$ cat src/rtl/fetch_control_decode_pkg.sv
// rtl/fetch_control_decode_pkg.sv - shared widths, field slices and enums for fetch control/decode
package fetch_control_decode_pkg;

    localparam int INSN_WIDTH = 9;
    localparam int DATA_WIDTH = 8;
    localparam logic [DATA_WIDTH-1:0] START_ADDRESS = '0;

    localparam int OPC_MSB = 8;
    localparam int OPC_LSB = 6;
    localparam int IMM_MSB = 5;

    typedef enum logic [2:0] {
        OP_ALU_A = 3'b000,
        OP_ALU_B = 3'b001,
        OP_LOAD  = 3'b010,
        OP_STORE = 3'b011,
        OP_BR    = 3'b100,
        OP_JMP   = 3'b101,
        OP_ADDI  = 3'b110,
        OP_HALT  = 3'b111
    } opcode_t;

    typedef enum logic [2:0] {
        IDLE,
        PRIME,
        FILL,
        RUN,
        REDIRECT,
        HALTED
    } ctrl_state_t;

endpackage

$ cat src/rtl/fetch_control_decode_if.sv
// rtl/fetch_control_decode_if.sv - fetch control and decode bus between controller, fetch and execute
interface fetch_control_decode_if;
    import fetch_control_decode_pkg::*;

    logic [INSN_WIDTH-1:0]      _instruction;
    logic                       _zeroFlag;
    logic                       fetchRun;
    logic                       fetchReset;
    logic                       fetchHalt;
    logic                       branchJump;
    logic                       relative;
    logic [DATA_WIDTH-1:0]      destBranchJump;
    logic [OPC_MSB-OPC_LSB:0]   opcode;
    logic [DATA_WIDTH-1:0]      operand;
    logic                       decodeValid;

    modport master (
        input  _instruction, _zeroFlag,
        output fetchRun, fetchReset, fetchHalt, branchJump, relative, destBranchJump,
        output opcode, operand, decodeValid
    );

    modport slave (
        output _instruction, _zeroFlag,
        input  fetchRun, fetchReset, fetchHalt, branchJump, relative, destBranchJump,
        input  opcode, operand, decodeValid
    );

endinterface

$ cat src/rtl/fetch_control_decode_branch_target_calc.sv
// rtl/fetch_control_decode_branch_target_calc.sv - immediate extension and redirect offset for BR/JMP
module branch_target_calc
    import fetch_control_decode_pkg::*;
#(
    parameter int PC_LEAD = 2
) (
    input  logic [IMM_MSB:0]      imm,
    input  logic                  is_jmp,
    output logic [DATA_WIDTH-1:0] operand,
    output logic [DATA_WIDTH-1:0] dest
);

    // Fetch PC already sits PC_LEAD past the branch when the redirect lands.
    localparam logic [DATA_WIDTH-1:0] REL_BIAS = DATA_WIDTH'(1 - PC_LEAD);

    logic [DATA_WIDTH-1:0] sext_imm;
    logic [DATA_WIDTH-1:0] zext_imm;

    assign sext_imm = {{(DATA_WIDTH-IMM_MSB-1){imm[IMM_MSB]}}, imm};
    assign zext_imm = {{(DATA_WIDTH-IMM_MSB-1){1'b0}}, imm};

    assign operand = is_jmp ? zext_imm : sext_imm;
    assign dest    = is_jmp ? zext_imm : sext_imm + REL_BIAS;

endmodule

$ cat src/rtl/fetch_control_decode.sv
// rtl/fetch_control_decode.sv - fetch control FSM and decode; BRANCH_COUNT_EN adds redirectCount
module fetch_control_decode
    import fetch_control_decode_pkg::*;
#(
    parameter int PC_LEAD = 2
) (
    input  logic                   _CLK,
    input  logic                   _resetN,
    input  logic                   _start,
    fetch_control_decode_if.master bus,
    output logic                   halted
`ifdef BRANCH_COUNT_EN
    ,
    output logic [15:0]            redirectCount
`endif
);

    ctrl_state_t           state;
    opcode_t               insn_op;
    logic [IMM_MSB:0]      insn_imm;
    logic                  take_redirect;
    logic [DATA_WIDTH-1:0] calc_operand;
    logic [DATA_WIDTH-1:0] calc_dest;

    assign insn_op       = opcode_t'(bus._instruction[OPC_MSB:OPC_LSB]);
    assign insn_imm      = bus._instruction[IMM_MSB:0];
    assign take_redirect = (insn_op == OP_JMP) || ((insn_op == OP_BR) && bus._zeroFlag);

    branch_target_calc #(
        .PC_LEAD (PC_LEAD)
    ) u_target (
        .imm     (insn_imm),
        .is_jmp  (insn_op == OP_JMP),
        .operand (calc_operand),
        .dest    (calc_dest)
    );

    // Outputs are registered with the state they belong to, so each arm
    // assigns the values of the state being entered.
    always_ff @(posedge _CLK) begin
        if (!_resetN) begin
            state              <= IDLE;
            bus.fetchRun       <= 1'b0;
            bus.fetchReset     <= 1'b0;
            bus.fetchHalt      <= 1'b0;
            bus.branchJump     <= 1'b0;
            bus.relative       <= 1'b0;
            bus.destBranchJump <= '0;
            bus.opcode         <= '0;
            bus.operand        <= '0;
            bus.decodeValid    <= 1'b0;
            halted             <= 1'b0;
`ifdef BRANCH_COUNT_EN
            redirectCount      <= '0;
`endif
        end else begin
            bus.fetchReset  <= 1'b0;
            bus.branchJump  <= 1'b0;
            bus.relative    <= 1'b0;
            bus.decodeValid <= 1'b0;
            case (state)
                IDLE: begin
                    if (_start) begin
                        state          <= PRIME;
                        bus.fetchReset <= 1'b1;
                    end
                end
                PRIME: begin
                    state        <= FILL;
                    bus.fetchRun <= 1'b1;
                end
                FILL: begin
                    state <= RUN;
                end
                RUN: begin
                    // HALT is consumed here and never handed to execute.
                    if (insn_op == OP_HALT) begin
                        state         <= HALTED;
                        bus.fetchRun  <= 1'b0;
                        bus.fetchHalt <= 1'b1;
                        halted        <= 1'b1;
                    end else begin
                        bus.decodeValid <= 1'b1;
                        bus.opcode      <= insn_op;
                        bus.operand     <= calc_operand;
                        if (take_redirect) begin
                            state              <= REDIRECT;
                            bus.fetchRun       <= 1'b0;
                            bus.branchJump     <= 1'b1;
                            bus.relative       <= (insn_op == OP_BR);
                            bus.destBranchJump <= calc_dest;
`ifdef BRANCH_COUNT_EN
                            if (redirectCount != 16'hFFFF) begin
                                redirectCount <= redirectCount + 16'd1;
                            end
`endif
                        end
                    end
                end
                REDIRECT: begin
                    state        <= FILL;
                    bus.fetchRun <= 1'b1;
                end
                HALTED: begin
                    state <= HALTED;
                end
                default: begin
                    state <= IDLE;
                end
            endcase
        end
    end

endmodule
$ cat src/flat_wrapper.sv
// flat-port wrapper written by rule: the top's interface ports become plain ports
module fetch_control_decode_flat import fetch_control_decode_pkg::*;
#(
    parameter int PC_LEAD = 2
)
  (_CLK, _resetN, _start, halted, bus__instruction, bus__zeroFlag, bus_fetchRun, bus_fetchReset, bus_fetchHalt, bus_branchJump, bus_relative, bus_destBranchJump, bus_opcode, bus_operand, bus_decodeValid);
  fetch_control_decode_if bus_i ();
  input  logic _CLK;
  input  logic _resetN;
  input  logic _start;
  output logic halted;
  input wire logic [$bits(bus_i._instruction)-1:0] bus__instruction;
  input wire logic [$bits(bus_i._zeroFlag)-1:0] bus__zeroFlag;
  output wire logic [$bits(bus_i.fetchRun)-1:0] bus_fetchRun;
  output wire logic [$bits(bus_i.fetchReset)-1:0] bus_fetchReset;
  output wire logic [$bits(bus_i.fetchHalt)-1:0] bus_fetchHalt;
  output wire logic [$bits(bus_i.branchJump)-1:0] bus_branchJump;
  output wire logic [$bits(bus_i.relative)-1:0] bus_relative;
  output wire logic [$bits(bus_i.destBranchJump)-1:0] bus_destBranchJump;
  output wire logic [$bits(bus_i.opcode)-1:0] bus_opcode;
  output wire logic [$bits(bus_i.operand)-1:0] bus_operand;
  output wire logic [$bits(bus_i.decodeValid)-1:0] bus_decodeValid;
  assign bus_i._instruction = bus__instruction;
  assign bus_i._zeroFlag = bus__zeroFlag;
  assign bus_fetchRun = bus_i.fetchRun;
  assign bus_fetchReset = bus_i.fetchReset;
  assign bus_fetchHalt = bus_i.fetchHalt;
  assign bus_branchJump = bus_i.branchJump;
  assign bus_relative = bus_i.relative;
  assign bus_destBranchJump = bus_i.destBranchJump;
  assign bus_opcode = bus_i.opcode;
  assign bus_operand = bus_i.operand;
  assign bus_decodeValid = bus_i.decodeValid;
  fetch_control_decode #(.PC_LEAD(PC_LEAD)) u_core (._CLK(_CLK), ._resetN(_resetN), ._start(_start), .bus(bus_i), .halted(halted));
endmodule
$ cat config.mk
export PLATFORM = sky130hd
export DESIGN_NAME = fetch_control_decode_flat
export DESIGN_NICKNAME = d
export VERILOG_FILES = /design/src/rtl/fetch_control_decode_pkg.sv /design/src/rtl/fetch_control_decode_if.sv /design/src/rtl/fetch_control_decode_branch_target_calc.sv /design/src/rtl/fetch_control_decode.sv /design/src/flat_wrapper.sv
export SDC_FILE = /design/constraint.sdc
export NUM_CORES = 1
export LEC_CHECK = 0
export ABC_AREA = 0
export BUFFER_PORTS_ARGS = -buffer_cell sky130_fd_sc_hd__buf_4
export CAP_MARGIN = 0
export CORE_MARGIN = 1
export CORE_UTILIZATION = 42
export DETAILED_ROUTE_END_ITERATION = 16
export PLACE_DENSITY = 0.69
export SKIP_LAST_GASP = 1
export SLEW_MARGIN = 30
export SYNTH_ARGS = -nofsm -noshare
export SYNTH_HDL_FRONTEND = slang
export SYNTH_SLANG_ARGS = --single-unit
$ cat constraint.sdc
create_clock -name _CLK -period 3.8 [get_ports _CLK]
set_input_delay 1.14 -clock _CLK [delete_from_list [all_inputs] [get_ports _CLK]]
set_output_delay 1.14 -clock _CLK [all_outputs]
set_load 0.01 [all_outputs]
==> results of run 1 <==
[where the power goes]
part           total, mW  internal, mW  leakage (nW)  switching (mW)
Clock              0.113        0.0371        0.0138          0.0759
Sequential         0.310         0.290         0.211          0.0194
Combinational      0.112        0.0561         0.410          0.0562
[final timing paths]
path | start | end | cells after the start
hold / removal | u_core.bus.operand[2]$_SDFFE_PN0P_ | u_core.bus.operand[2]$_SDFFE_PN0P_ | 2
setup reg to reg | u_core.state[1]$_SDFFE_PN0P_ | u_core.bus.relative$_SDFF_PP0_ | 4
hold reg to reg | u_core.bus.operand[2]$_SDFFE_PN0P_ | u_core.bus.operand[2]$_SDFFE_PN0P_ | 2
setup / recovery | u_core.bus.destBranchJump[6]$_SDFFE_PN0P_ | bus_destBranchJump[7] | 1
[tightest hold or removal path: cells and delay by family (launching register included)]
kind,cells,cell delay [ns]
AND/OR/NAND/NOR,1,0.05
flip-flops,1,0.33
AO/OA/AOI/OAI,1,0.05
[layer usage]
| metal | up-vias | global-route usage [%] | wire length, um |
|---|---|---|---|
| met5 | - | 0 | 0 |
| met3 | 4 | 2.82 | 109 |
| met2 | 27 | 31.9 | 1110 |
| met1 | 454 | 23.3 | 1120 |
| li1 | 503 | - | - |
| met4 | 0 | 7.69 | 19 |
[area by class of cell]
cell class	count	area, um2	share of cell area (%)
timing repair buffer	38	285	19.9
sequential	26	520	36.3
inverter	4	15.0	1.05
clock buffer	3	22.5	1.57
tap	30	37.5	2.62
multi-input combinational	90	554	38.6
[sequential cells by signal (all words and copies together), names as in the netlist]
name,flops
u_core.bus.fetchRun,1
u_core.bus.opcode,3
u_core.state,3
u_core.bus.operand,7
u_core.bus.relative,1
u_core.bus.destBranchJump,7
u_core.bus.branchJump,1
u_core.halted,1
u_core.bus.fetchReset,1
u_core.bus.decodeValid,1
[cell usage after synthesis]
master    instances
clkbuf_1          2
dfxtp_1          26
mux2i_1           2
o211ai_1          1
nand2b_1          4
o2111a_1          1
o21a_1            2
nor2b_1           1
o21bai_1          1
nand3_1           5
a211oi_1          1
nand2_1          14
inv_1             4
buf_6             1
xnor2_1           1
nand3_2           1
buf_2             1
o21ai_0           8
nor2_1           15
ha_1              1
and2_1            1
nand3b_4          1
and2b_1           2
buf_4             4
nor3_1            1
a21o_1            1
a21oi_1          12
and3_1            1
xor2_1            5
nor3_4            1
o221a_2           3
a211oi_2          1
nand3b_1          3
[kinds of logic (layout without fill, tap and decap cells)]
group	count (synthesis)	in the layout	synth area share, %
xor+xnor	6	6	4.60
buf+inv	12	45	6.02
simple gates	50	50	23.3
flops	26	26	45.5
mux	2	2	1.75
compound gates	31	31	17.7
fa+ha+maj	1	1	1.09
==> summary.txt, run 1 <==
Placed design
  • DP Worst Slack: about 1.5 ns
  • HPWL after DPL: ~1.8 mm
  • Placed cell area: approximately 1400 um2
  • GP Congestion: around 0.88
  • Placed cells: between 150 and 200
  • IO buf count: 38

Global routing
  • Initial antenna violation count: 0
  • First-pass GRT wire length: 3.94 mm
  • All-Layer GR Usage: a little under a fifth
  • Pin count of the biggest net entering global routing: 16
  • Congestion Overflow GR: 0
  • Vias in the first global route: 909

Final layout
  • Diodes inserted: 0
  • Fin cells: ~190
  • Commonest cells after routing, fill and taps aside: buf_4 (38), dfxtp_1 (26), nor2_1 (15), nand2_1 (14), a21oi_1 (12)
  • Design Area, Final: ~1400 um2
  • Nets: about 180
  • Post-layout util: between 50 and 60%
  • Most common cell after layout, fill and taps aside: buf_4
  • Fillcell total: approximately 240
  • Synth-to-Final Area Change: 25.5%
  • Layout cells sized above 1: 29.8%

Power and ir drop
  • PD cells: approximately 370 nW/um2
  • Pleak: ~0.63 nW
  • Total power: about 0.54 mW
  • Maximum VDD drop: about 0.21 mV

STA
  • RSZ-0062 raised after global routing: false
  • Least-Margin Pin Slew: 0.488 ns
  • Min Hold Slack: around 0.47 ns
  • Fin. Hold Viols: 0
  • Tcrit/Tclk final: between 50 and 60%
  • Setup Viol. Count Final: 0
  • Final Max Slew Viols: 0
  • Post-route minimum period: 1.97 ns
  • Maximum clock frequency: about 500 MHz
  • Worst Clk Skew: between 0.002 and 0.0025 ns
  • Final setup TNS: 0 ns
  • Final WS setup: between 1.5 and 2 ns
  • Slew headroom: 67.4%

Clock tree
  • Reg clk slew, reported paths: 0.13 ns
  • CTS tree: yes
  • Cells resized by post-CTS repair: 0
  • Clk Latency, worst-skew pair: a little over 0.3 ns
  • Clock buffer depth: 2
  • Inserted Clock Buffers: 3
  • Hold_buf cts: 0
  • Setup bufs post-CTS: 0
  • CTS H-tree depth: 1
  • Clk root buf: clkbuf_4
  • Sink Count: 26

Floorplanning
  • Io pins: 39
  • Row count: 18
  • Core area: about 2500 um2
  • Die Area: 2940 um2
  • Initial Util: 45.3%
  • Chip width: 54.2 um
  • Die Height: approximately 54 um

Critical path
  • Required time worst endpoint: about 2.7 ns
  • Crit Path Class: reg2out
  • Crit-path max FO: 3
  • Startpoint Class: register
  • Critical Path End Type: output port
  • Cell family contributing the most delay on the critical path: flip-flops
  • CP Buf/Inv Count: 1
  • Max incr delay on CP: 0.38 ns
  • Crit path cell chain: buf_4
  • R2r setup slk: about 2.2 ns
  • CP max-delay cell: dfxtp_1
  • Arrival @ worst endpoint: between 0.8 and 0.9 ns

Synthesis
  • Synthesis Warnings: 0
  • Synth top area share: a little under half
  • Mapped cell area: about 1100 um2
  • Part of the Yosys area used for sequential elements: a little under half
  • Cells after Synth: around 130
  • Yosys top cell by area: dfxtp_1
  • Syn avg cell area: approximately 9 um2
  • Top post-synthesis cells by area: dfxtp_1 (46%), a21oi_1 (5.3%), nor2_1 (4.9%)
  • #FFs+latches synth: 26
  • Unique masters post-synth: 33
  • Syn_nets: approximately 140

Detailed routing
  • Routed len/inst: roughly 12 um
  • Drt first pass iters: 4
  • ANT nets after route: 0
  • DR DRC count: 0
  • DR vias/cell: slightly above 5
  • DR vias: 988
  • 1st-iter DRT viols: 6
  • Final wirelength: 2.36 mm

Run status
  • Status: finished clean

Min path
  • Hold WC Path Type: reg2reg

Flow run
  • Number of max-cap violations: 0
(Power assumes the default switching activity.)
==> run 2: changes to the inputs <==
==> constraint.sdc (replaced) <==
create_clock -name _CLK -period 1.84 [get_ports _CLK]
set_input_delay 0.552 -clock _CLK [delete_from_list [all_inputs] [get_ports _CLK]]
set_output_delay 0.552 -clock _CLK [all_outputs]
set_load 0.01 [all_outputs]
==> summary.txt, run 2 (same netlist as run 1, synthesis figures left out) <==
Floorplanning
  • Chip width: 54.2 um (unchanged)
  • Die Area: 2940 um2 (unchanged)
  • Die Height: 54.2 um (unchanged)
  • Io pins: 39 (unchanged)
  • Initial Util: 45.3% (unchanged)
  • Row count: 18 (unchanged)
  • Core area: 2520 um2 (unchanged)

Critical path
  • Crit path from: u_core.state[1]$_SDFFE_PN0P_
  • Crit-path max FO: 11 (+8)
  • Worst r2r path cells: 4 (unchanged)
  • FF-to-FF Start: u_core.state[1]$_SDFFE_PN0P_
  • Arrival @ worst endpoint: 1.84 ns (+1.01 ns)
  • R2r setup slk: 0.27 ns (-1.95 ns)
  • Startpoint Class: register
  • Critical Path End Type: register
  • Reg2reg end: u_core.bus.relative$_SDFF_PP0_
  • Critical Path Sink: u_core.bus.relative$_SDFF_PP0_
  • Crit Path Class: reg2reg
  • Required time worst endpoint: 2.11 ns (-0.55 ns)

Detailed routing
  • Routed len/inst: 12.3 um (about the same)
  • DR DRC count: 0 (unchanged)
  • Drt first pass iters: 4 (unchanged)
  • 1st-iter DRT viols: 16 (+10)
  • Highest routed layer: met4
  • Metal2 WL: 1.16 mm (+3.9%)
  • DR vias: 990 (+0.20%)
  • ANT nets after route: 0 (unchanged)
  • WL met1: 1.10 mm (-1.4%)
  • Met3 wire len: 117 um (+7.3%)
  • Final wirelength: 2.40 mm (+1.6%)
  • DR vias/cell: 5.10 (-1.3%)

STA
  • Min Hold Slack: 0.416 ns (-0.0510 ns)
  • Slew headroom: 68.9% (+1.5 points)
  • Worst Clk Skew: 0.00139 ns (-0.00108 ns)
  • Least-Margin Pin Slew: 0.466 ns (-0.0226 ns)
  • Tcrit/Tclk final: between 80% and 90%
  • Maximum clock frequency: roughly 640 MHz
  • RSZ-0062 raised after global routing: false
  • Final WS setup: 0.270 ns (-1.56 ns)
  • Setup Viol. Count Final: 0 (unchanged)
  • Final setup TNS: 0 ns (unchanged)
  • Final Max Slew Viols: 0 (unchanged)
  • Post-route minimum period: between 1.5 and 2 ns
  • Fin. Hold Viols: 0 (unchanged)

Final layout
  • Post-layout util: 58.0% (+1.1 points)
  • Commonest cells after routing, fill and taps aside: buf_4 (40), dfxtp_1 (26), nor2_1 (15), nand2_1 (14), a21oi_1 (12)
  • Fin cells: 194 (+1.6%)
  • Most common cell after layout, fill and taps aside: buf_4
  • Top flop regs: u_core.bus.destBranchJump x7, u_core.bus.operand x7
  • Synth-to-Final Area Change: 28.0%
  • Layout cells sized above 1: 31.1% (+1.3 points)
  • Nets: 179 (+1.1%)
  • Fillcell total: 239 (-0.83%)
  • Design Area, Final: 1460 um2 (+2.0%)
  • Diodes inserted: 0 (unchanged)

Clock tree
  • Sink Count: 26 (unchanged)
  • Clk root buf: clkbuf_4
  • Reg clk slew, reported paths: 0.14 ns (about the same)
  • Clock buffer depth: 2 (unchanged)
  • Setup bufs post-CTS: 0 (unchanged)
  • Clk Latency, worst-skew pair: 0.32 ns (about the same)
  • Hold_buf cts: 0 (unchanged)
  • CTS H-tree depth: 1 (unchanged)
  • Cells resized by post-CTS repair: 0 (unchanged)
  • Inserted Clock Buffers: 3 (unchanged)
  • CTS tree: yes

Global routing
  • Initial antenna violation count: 0 (unchanged)
  • Congestion Overflow GR: 0 (unchanged)
  • Vias in the first global route: 873 (-4.0%)
  • Pin count of the biggest net entering global routing: 16 (unchanged)
  • First-pass GRT wire length: 3.71 mm (-5.8%)
  • All-Layer GR Usage: 17.2% (-1.5 points)

Placed design
  • IO buf count: 38 (unchanged)
  • HPWL after DPL: 1.81 mm (+1.5%)
  • Placed cells: 190 (+1.1%)
  • Placed cell area: 1430 um2 (+1.1%)
  • GP Congestion: 0.883 (unchanged)
  • DP Worst Slack: 0.202 ns (-1.28 ns)

Min path
  • Hold WC Path Type: in2reg

Power and ir drop
  • PD cells: 794 nW/um2 (+110%)
  • Maximum VDD drop: 0.521 mV (+140%)
  • Pleak: 0.651 nW (+2.7%)
  • Total power: 1.16 mW (+120%)

Flow run
  • Number of max-cap violations: 0 (unchanged)

Run status
  • Status: finished clean
run 2: changes by cell type in the layout (fill, tap and decap cells not counted), sizes merged:
cell / previous run / this run
buf: 38 / 40
clkbuf: 3 / 4
run 2: power by group:
group | switching (mW) | internal, mW | total [mW] | leakage (nW)
logic | 0.117 | 0.119 | 0.236 | 0.419
clock network | 0.167 | 0.121 | 0.288 | 0.0210
registers | 0.0392 | 0.600 | 0.639 | 0.211
run 2: cell type report:
| class | count | area, um2 | share of cell area (%) |
|---|---|---|---|
| clock buffers | 4 | 36.3 | 2.48 |
| well taps | 30 | 37.5 | 2.56 |
| inverters | 4 | 15.0 | 1.03 |
| multi-input cells | 90 | 554 | 37.9 |
| flip-flops and latches | 26 | 520 | 35.6 |
| repair buffers | 40 | 300 | 20.5 |
run 2: worst min path at each step:
stage / depth (start not counted) / startpoint / end
floorplan: 2 / u_core.bus.operand[0]$_SDFFE_PN0P_ / u_core.bus.operand[0]$_SDFFE_PN0P_
global placement: 2 / u_core.bus.operand[2]$_SDFFE_PN0P_ / u_core.bus.operand[2]$_SDFFE_PN0P_
detailed placement: 2 / u_core.bus.operand[3]$_SDFFE_PN0P_ / u_core.bus.operand[3]$_SDFFE_PN0P_
CTS: 2 / bus__instruction[6] / u_core.bus.relative$_SDFF_PP0_
global route: 2 / bus__instruction[6] / u_core.bus.relative$_SDFF_PP0_
finish: 2 / bus__instruction[6] / u_core.bus.relative$_SDFF_PP0_
run 2: critical path, cell delays in order, from the launching register on:
cell and delay (ns):
dfxtp_1 0.54, nand3b_4 0.16, and2b_1 0.46, and3_1 0.24, nor2b_1 0.13
run 2: per-layer routing:
layer / global-route usage (%) / up-vias
met4: 3.85 / 0
met1: 22.1 / 456
met2: 30.1 / 27
met3: 2.54 / 2
met5: 0 / -
li1: - / 505
